==> config.mk <==
export PLATFORM = sky130hd
export DESIGN_NAME = coherence_bus_ctrl
export DESIGN_NICKNAME = d
export VERILOG_FILES = /design/src/rtl/coherence_bus_ctrl.sv
export SDC_FILE = /design/constraint.sdc
export NUM_CORES = 1
export LEC_CHECK = 0
export CAP_MARGIN = 10
export CORE_AREA = 2 2 197 199
export CTS_BUF_LIST = sky130_fd_sc_hd__clkbuf_8 sky130_fd_sc_hd__clkbuf_16
export CTS_CLUSTER_SIZE = 16
export DETAILED_ROUTE_END_ITERATION = 12
export DIE_AREA = 0 0 199 201
export DONT_BUFFER_PORTS = 1
export GPL_TIMING_DRIVEN = 0
export PLACE_DENSITY_LB_ADDON = 0.2
export SETUP_SLACK_MARGIN = 0.02
export SYNTH_ARGS = -nofsm -noshare
export SYNTH_HDL_FRONTEND = slang
export SYNTH_SLANG_ARGS = --single-unit
==> constraint.sdc <==
create_clock -name CLK -period 4.1 [get_ports CLK]
set_input_delay 0.82 -clock CLK [delete_from_list [all_inputs] [get_ports CLK]]
set_output_delay 0.82 -clock CLK [all_outputs]
set_load 0.05 [all_outputs]
==> src/rtl/coherence_bus_ctrl.sv <==
// Two-core snooping bus controller: arbitrates I-fetch, D-load and write-back onto one RAM port.
// Words complete only on ramstate==ACCESS; waits/data are combinational from state and ports.
module coherence_bus_ctrl #(
    parameter int CPUS = 2
) (
    input  logic                   CLK,
    input  logic                   nRST,
    input  logic [CPUS-1:0]        iREN,
    input  logic [CPUS-1:0][31:0]  iaddr,
    output logic [CPUS-1:0][31:0]  iload,
    output logic [CPUS-1:0]        iwait,
    input  logic [CPUS-1:0]        dREN,
    input  logic [CPUS-1:0]        dWEN,
    input  logic [CPUS-1:0][31:0]  daddr,
    input  logic [CPUS-1:0][31:0]  dstore,
    output logic [CPUS-1:0][31:0]  dload,
    output logic [CPUS-1:0]        dwait,
    output logic [CPUS-1:0]        ccwait,
    output logic [CPUS-1:0]        ccinv,
    output logic [CPUS-1:0][31:0]  ccsnoopaddr,
    input  logic [CPUS-1:0]        ccwrite,
    input  logic [CPUS-1:0]        cctrans,
    output logic                   ramREN,
    output logic                   ramWEN,
    output logic [31:0]            ramaddr,
    output logic [31:0]            ramstore,
    input  logic [31:0]            ramload,
    input  logic [1:0]             ramstate
);

    localparam logic [1:0] RAM_ACCESS = 2'd2;

    typedef enum logic [2:0] {
        IDLE, WB, SNOOP, LD1, LD2, C2C1, C2C2, INST
    } state_t;

    state_t state_q, state_d;
    logic   grant_q, grant_d;
    logic   rr_q, rr_d;
    logic   irr_q, irr_d;

    logic   k, j, win, access;
    logic [CPUS-1:0] dreq;

    // Invalidations bypass the FSM so a write hit is never delayed by a snoop.
    assign ccinv[0]       = cctrans[1];
    assign ccinv[1]       = cctrans[0];
    assign ccsnoopaddr[0] = daddr[1];
    assign ccsnoopaddr[1] = daddr[0];
    assign iload[0]       = ramload;
    assign iload[1]       = ramload;

    always_ff @(posedge CLK) begin
        if (!nRST) begin
            state_q <= IDLE;
            grant_q <= 1'b0;
            rr_q    <= 1'b0;
            irr_q   <= 1'b0;
        end else begin
            state_q <= state_d;
            grant_q <= grant_d;
            rr_q    <= rr_d;
            irr_q   <= irr_d;
        end
    end

    always_comb begin
        state_d  = state_q;
        grant_d  = grant_q;
        rr_d     = rr_q;
        irr_d    = irr_q;
        win      = 1'b0;
        iwait    = '1;
        dwait    = '1;
        ccwait   = '0;
        ramREN   = 1'b0;
        ramWEN   = 1'b0;
        ramaddr  = '0;
        ramstore = '0;
        dload[0] = ramload;
        dload[1] = ramload;
        k        = grant_q;
        j        = ~grant_q;
        access   = (ramstate == RAM_ACCESS);
        dreq     = dREN | dWEN;

        unique case (state_q)
            IDLE: begin
                if (|dreq) begin
                    win     = (&dreq) ? ~rr_q : dreq[1];
                    grant_d = win;
                    rr_d    = win;
                    state_d = dWEN[win] ? WB : SNOOP;
                end else if (|iREN) begin
                    win     = (&iREN) ? ~irr_q : iREN[1];
                    grant_d = win;
                    irr_d   = win;
                    state_d = INST;
                end
            end
            WB: begin
                ramWEN   = 1'b1;
                ramaddr  = daddr[k];
                ramstore = dstore[k];
                if (access) dwait[k] = 1'b0;
                // Eviction followed by a fill keeps the grant and goes straight to snoop.
                if (!dWEN[k]) state_d = dREN[k] ? SNOOP : IDLE;
            end
            SNOOP: begin
                ccwait[j] = 1'b1;
                state_d   = ccwrite[j] ? C2C1 : LD1;
            end
            LD1, LD2: begin
                ramREN  = 1'b1;
                ramaddr = daddr[k];
                if (access) begin
                    dwait[k] = 1'b0;
                    state_d  = (state_q == LD1) ? LD2 : IDLE;
                end
            end
            C2C1, C2C2: begin
                // Dirty data goes to the requester and to RAM in the same cycle.
                ccwait[j] = 1'b1;
                dload[k]  = dstore[j];
                ramWEN    = 1'b1;
                ramaddr   = daddr[k];
                ramstore  = dstore[j];
                if (access) begin
                    dwait[k] = 1'b0;
                    state_d  = (state_q == C2C1) ? C2C2 : IDLE;
                end
            end
            INST: begin
                ramREN  = 1'b1;
                ramaddr = iaddr[k];
                if (access) begin
                    iwait[k] = 1'b0;
                    state_d  = IDLE;
                end
            end
            default: state_d = IDLE;
        endcase
    end

endmodule
==> results.tsv, run 1 <==
metric	value	unit
status	completed	
fillers	4368	
nets	753	
cts_setup_buffers	0	
syn-num-nets	745	
ios	504	
wl_met2	14500	µm
antenna_found_initial	3	
globalRouteOverflowTotal	0	
path_clk_slew	0.03	ns
max_freq	0.258	GHz
yosysSeqAreaShare	2.91	%
drive_gt1_share	47.4	%
worst_pin_slew	1.30	ns
clockRootBuffer	clkbuf_16	
critPathMaxStageDelay	1.01	ns
rr_worst_depth	5	
final_cell_mix	133 x buf_4, 65 x mux2i_1, 39 x a21oi_1	
cp-end-kind	output pin	
skew	0.000674	ns
place_inst	1028	
syn_to_final_growth	18.4	%
drv_slew	0	
multi_input_area	2790	µm²
fin_cells	1032	
finalSetupViolations	0	
vias	4187	
drt-wirelength-per-cell	25.4	µm
finalWorstPathRequiredPeriod	3.87	ns
via_per_inst	4.06	
wl	26200	µm
crit_cells	5	
p_per_area	828	nW/µm²
cts_tree	done	
start_util	10.8	%
die_h	201	µm
yosysWarnings	0	
utilization	12.8	%
globalplace.congestion	0.834	
dieArea	40000	µm²
path_buf_inv	3	
fin_setup_tns	0	ns
holdPathStages	2	
crit_fanout	10	
path_delay_family	buffers and inverters	
cp.required	3.28	ns
syn-instance-count	507	
slowest_stage	a21oi_1	
layout_commonest_cell	buf_4	
firstDrtPassIters	5	
met1_length	8850	µm
power_leakage	1.93	nW
drt-initial-drc-count	176	
share_comb_of_total_power	93.5	%
num_rows	72	
die_w	199	µm
netSwitchingFraction	74.6	%
grt_pass1_vias	4077	
grt_pass1_wl	33600	µm
post-dp-hpwl	22900	µm
synth.avg_cell_area	8.14	µm²
ys_ff_latch	6	
drc	0	
worstSkewPairLatency	0.23	ns
power.switching	3.02	mW
ys_types	34	
placed_area	4810	µm²
clkPwrFrac	3.9	%
rsz0062_at_grt	false	
finalCritPeriodShare	94.4	%
antenna_left	0	
cts_hold_buf	0	
start_kind	flip-flop	
wl_met3	2200	µm
hold_class	flip-flop to flip-flop	
grt_max_degree	11	
clock-sinks	6	
finalHoldViolCount	0	
maxSlewHeadroom	13.7	%
p_int	1.03	mW
cts_resized	0	
cts-buffers-inserted	3	
vdd_drop_max	262	µV
regArea	120	µm²
dr.max_layer_used	met4	
arrival	3.05	ns
crit_chain	buf_2 > buf_2 > clkbuf_1 > a221oi_1 > a21oi_1	
core	38100	µm²
design_area	4880	µm²
cts.path.max_buffers	2	
cts_max_level	1	
io_buffers	0	
p_total	4.05	mW
path_class	flip-flop to output pin	
seqPwrFrac	2.6	%
synthesis.area	4130	µm²
grt_usage	11.9	%
critPathMostFrequentCell	buf_2	
cap_violations	0	
-- sequential cells by signal, indices dropped and copies added (netlist names) --
| name | cells |
|---|---|
| irr_q | 1 |
| rr_q | 1 |
| state_q | 3 |
| grant_q | 1 |
-- power groups by stage --
stage | logic, mW | clock network, mW | registers [mW]
after floorplan | 3.16 | 0 | 0.0959
after global placement | 3.82 | 0 | 0.105
after detailed placement | 3.84 | 0 | 0.105
after CTS | 3.85 | 0.164 | 0.104
after global routing | 3.97 | 0.166 | 0.107
final | 3.78 | 0.160 | 0.104
-- layout make-up --
type / count / share of cell area [%]
timing repair buffer: 3 / 0.692
clock buffer: 3 / 1.54
buffer: 175 / 24.9
multi-input combinational: 326 / 57.1
tap: 518 / 13.3
sequential: 6 / 2.46
antenna: 1 / 0.0512
-- cell usage after synthesis --
cell      number  area share [%]
buf_4        133              24
mux2i_1       65              16
a21oi_1       39             4.7
mux2_2        36             9.8
a221oi_1      33             7.0
a22oi_1       32             5.8
o22ai_1       32             4.9
buf_2         31             3.8
mux2_4        30              11
nor2_1        12             1.1
clkbuf_1       8            0.73
dfxtp_1        6             2.9
nand2_1        6            0.55
nor2b_1        6            0.91
o21ai_0        5            0.61
buf_6          3            0.82
nand2b_1       3            0.46
nand3_1        3            0.36
o31ai_1        3            0.55
or3_1          3            0.46
a31oi_1        2            0.30
and2b_1        2            0.36
mux2_1         2            0.55
o21a_1         2            0.36
a21boi_0       1            0.18
a21o_1         1            0.18
a221oi_2       1            0.36
and3_1         1            0.15
nor2_2         1            0.15
nor3b_1        1            0.18
o21ai_1        1            0.12
o311ai_0       1            0.21
or3_4          1            0.27
or4_4          1            0.27
-- kinds of logic (layout without fill, tap and decap cells) --
family,after synthesis,in the layout,synth area share [%]
AOI/OAI and AO/OA,153,153,25.3
buffers and inverters,175,181,29.5
DFF,6,6,2.91
muxes,133,133,37.1
other,0,1,0
and+or+nand+nor,40,40,5.22
-- path summary, 6_finish.rpt --
check	start	end	slack [ns]
worst min register to register	irr_q	irr_q	0.49
worst max-delay path	grant_q	ramstore[30]	0.23
worst max register to register	grant_q	grant_q	2.15
worst min-delay path	irr_q	irr_q	0.49
-- routing by layer --
layer | global-route usage (%) | vias to the layer above
met5 | 0 | -
met4 | 2.75 | 0
met3 | 2.89 | 26
met2 | 24.7 | 349
met1 | 11.6 | 1998
li1 | - | 1814
-- stage by stage --
| stage | setup slack, ns | hold WS, ns |
|---|---|---|
| CTS | 0.0791 | 0.491 |
| detailed placement | 0.333 | 0.479 |
| global route | 0.0751 | 0.528 |
| global placement | 0.326 | 0.492 |
| finish | 0.228 | 0.491 |
| floorplan | 1.35 | 0.451 |
-- worst reg2reg max path: cells and delay by family, from the launching register on --
kind | cells | cell delay [ns]
buffers and inverters | 3 | 1.19
AO/OA/AOI/OAI | 2 | 0.26
flip-flops | 1 | 0.44
(Power assumes the default switching activity.)
==> run 2: changes to the inputs <==
- CORE_AREA: 2 2 197 199 -> 2 2 194 196
- DIE_AREA: 0 0 199 201 -> 0 0 196 198
==> results.tsv, run 2 (synthesized netlist as in run 1, its figures left out) <==
metric	value	unit	change
status	completed		
grt_usage	11.8	%	-0.14 points
fin_cells	986		-4.5%
clock-sinks	6		unchanged
crit_fanout	10		unchanged
post-route-worst-setup-slack	0.324	ns	+0.0955 ns
core	37000	µm²	-3.0%
path_class	flip-flop to output pin		
wl	25600	µm	-2.3%
maxSlewHeadroom	17.4	%	+3.7 points
cts_setup_buffers	0		unchanged
grt_max_degree	11		unchanged
p_per_area	842	nW/µm²	+1.7%
worst_pin_slew	1.26	ns	-0.0417 ns
drv_slew	0		unchanged
worstSkewPairLatency	0.23	ns	about the same
finalCritPeriodShare	92.1	%	-2.3 points
power_leakage	1.93	nW	-0.32%
hp-start	irr_q		
arrival	2.96	ns	-0.09 ns
finalHoldViolCount	0		unchanged
cts_hold_buf	0		unchanged
die_w	196	µm	-1.5%
cp-startpoint	grant_q		
p_total	4.08	mW	+0.83%
drt-initial-drc-count	188		+6.8%
firstDrtPassIters	4		-1
nets	752		-0.13%
drt-wirelength-per-cell	26.0	µm	+2.3%
hold_class	flip-flop to flip-flop		
antenna_found_initial	1		-2
syn_to_final_growth	17.4	%	
critPathMostFrequentCell	buf_2		
cts.path.max_buffers	2		unchanged
drc	0		unchanged
finalWorstPathRequiredPeriod	3.78	ns	-0.0955 ns
path_clk_slew	0.04	ns	about the same
ios	504		unchanged
max_freq	0.265	GHz	+2.5%
cts-buffers-inserted	3		unchanged
rr_worst_depth	5		unchanged
cp.required	3.28	ns	about the same
slowest_stage	a21oi_1		
skew	0.00272	ns	+0.00205 ns
start_util	11.2	%	+0.34 points
post-dp-hpwl	22400	µm	-1.8%
dieArea	38800	µm²	-3.0%
num_rows	71		-1.4%
largest_reg_flops	3		unchanged
fin_setup_tns	0	ns	unchanged
finalSetupViolations	0		unchanged
die_h	198	µm	-1.5%
vias	4218		+0.74%
r2r_start	grant_q		
timing.hold.ws	0.484	ns	-0.00710 ns
rsz0062_at_grt	false		
utilization	13.1	%	+0.28 points
globalplace.congestion	0.808		-3.2%
io_buffers	0		unchanged
drive_gt1_share	48.6	%	+1.3 points
place_inst	983		-4.4%
cts_max_level	1		unchanged
via_per_inst	4.28		+5.4%
post-place-ws	0.188	ns	-0.144 ns
globalRouteOverflowTotal	0		unchanged
vdd_drop_max	225	µV	-14%
crit_chain	buf_2 > buf_2 > clkbuf_1 > a221oi_1 > a21oi_1		
antenna_left	0		unchanged
clockRootBuffer	clkbuf_16		
grt_pass1_vias	4016		-1.5%
regMostFlops	state_q		
placed_area	4740	µm²	-1.3%
n_antenna_cell	0		-1
holdPathStages	2		unchanged
cap_violations	0		unchanged
start_kind	flip-flop		
design_area	4840	µm²	-0.87%
cts_tree	done		
reg2reg_slack	2.09	ns	-0.06 ns
grt_pass1_wl	32500	µm	-3.3%
layout_commonest_cell	buf_4		
critPathMaxStageDelay	0.87	ns	-0.14 ns
cp-end-kind	output pin		
final_cell_mix	133 x buf_4, 65 x mux2i_1, 36 x mux2_2		
## run 2: cell types whose count changed in the layout (fill, tap and decap cells not counted)
cell	previous run	this run
a21oi_1	39	32
a21oi_2	0	7
buf_6	6	5
diode_2	1	0
## run 2: path summary, 6_finish.rpt
path            endpoint
max          ramstore[5]
min                irr_q
max reg2reg      grant_q
min reg2reg        irr_q
## run 2: repair_timing
action,4_1_cts,5_1_grt
endpoints found under the setup margin,2,4
cloned,0,0
hold endpoints to repair,0,0
resized for setup,2,4
## run 2: worst max-delay path: cells and delay by family, from the launching register on
| kind | cells | cell delay, ns |
|---|---|---|
| flip-flops | 1 | 0.45 |
| AO/OA/AOI/OAI | 2 | 0.97 |
| buffers and inverters | 3 | 1.30 |
## run 2: final cells by class
| cell class | count | area, µm² |
|---|---|---|
| Tap cell | 474 | 593 |
| Fill cell | 4214 | 32100 |
| Multi-Input combinational cell | 326 | 2810 |
| Clock buffer | 3 | 75.1 |
| Buffer | 175 | 1220 |
| Timing Repair Buffer | 2 | 22.5 |
| Sequential cell | 6 | 120 |
## run 2: where the power goes
part           switching (mW)  internal, mW  leakage, nW
registers              0.0257        0.0801       0.0495
clock network          0.0321         0.125       0.0370
logic                    2.99         0.829         1.84
## run 2: layer usage
| layer | global-route usage (%) | wire length (µm) |
|---|---|---|
| met5 | 0 | 0 |
| met4 | 2.83 | 594 |
| met3 | 2.57 | 1970 |
| met2 | 24.5 | 14300 |
| met1 | 11.7 | 8780 |
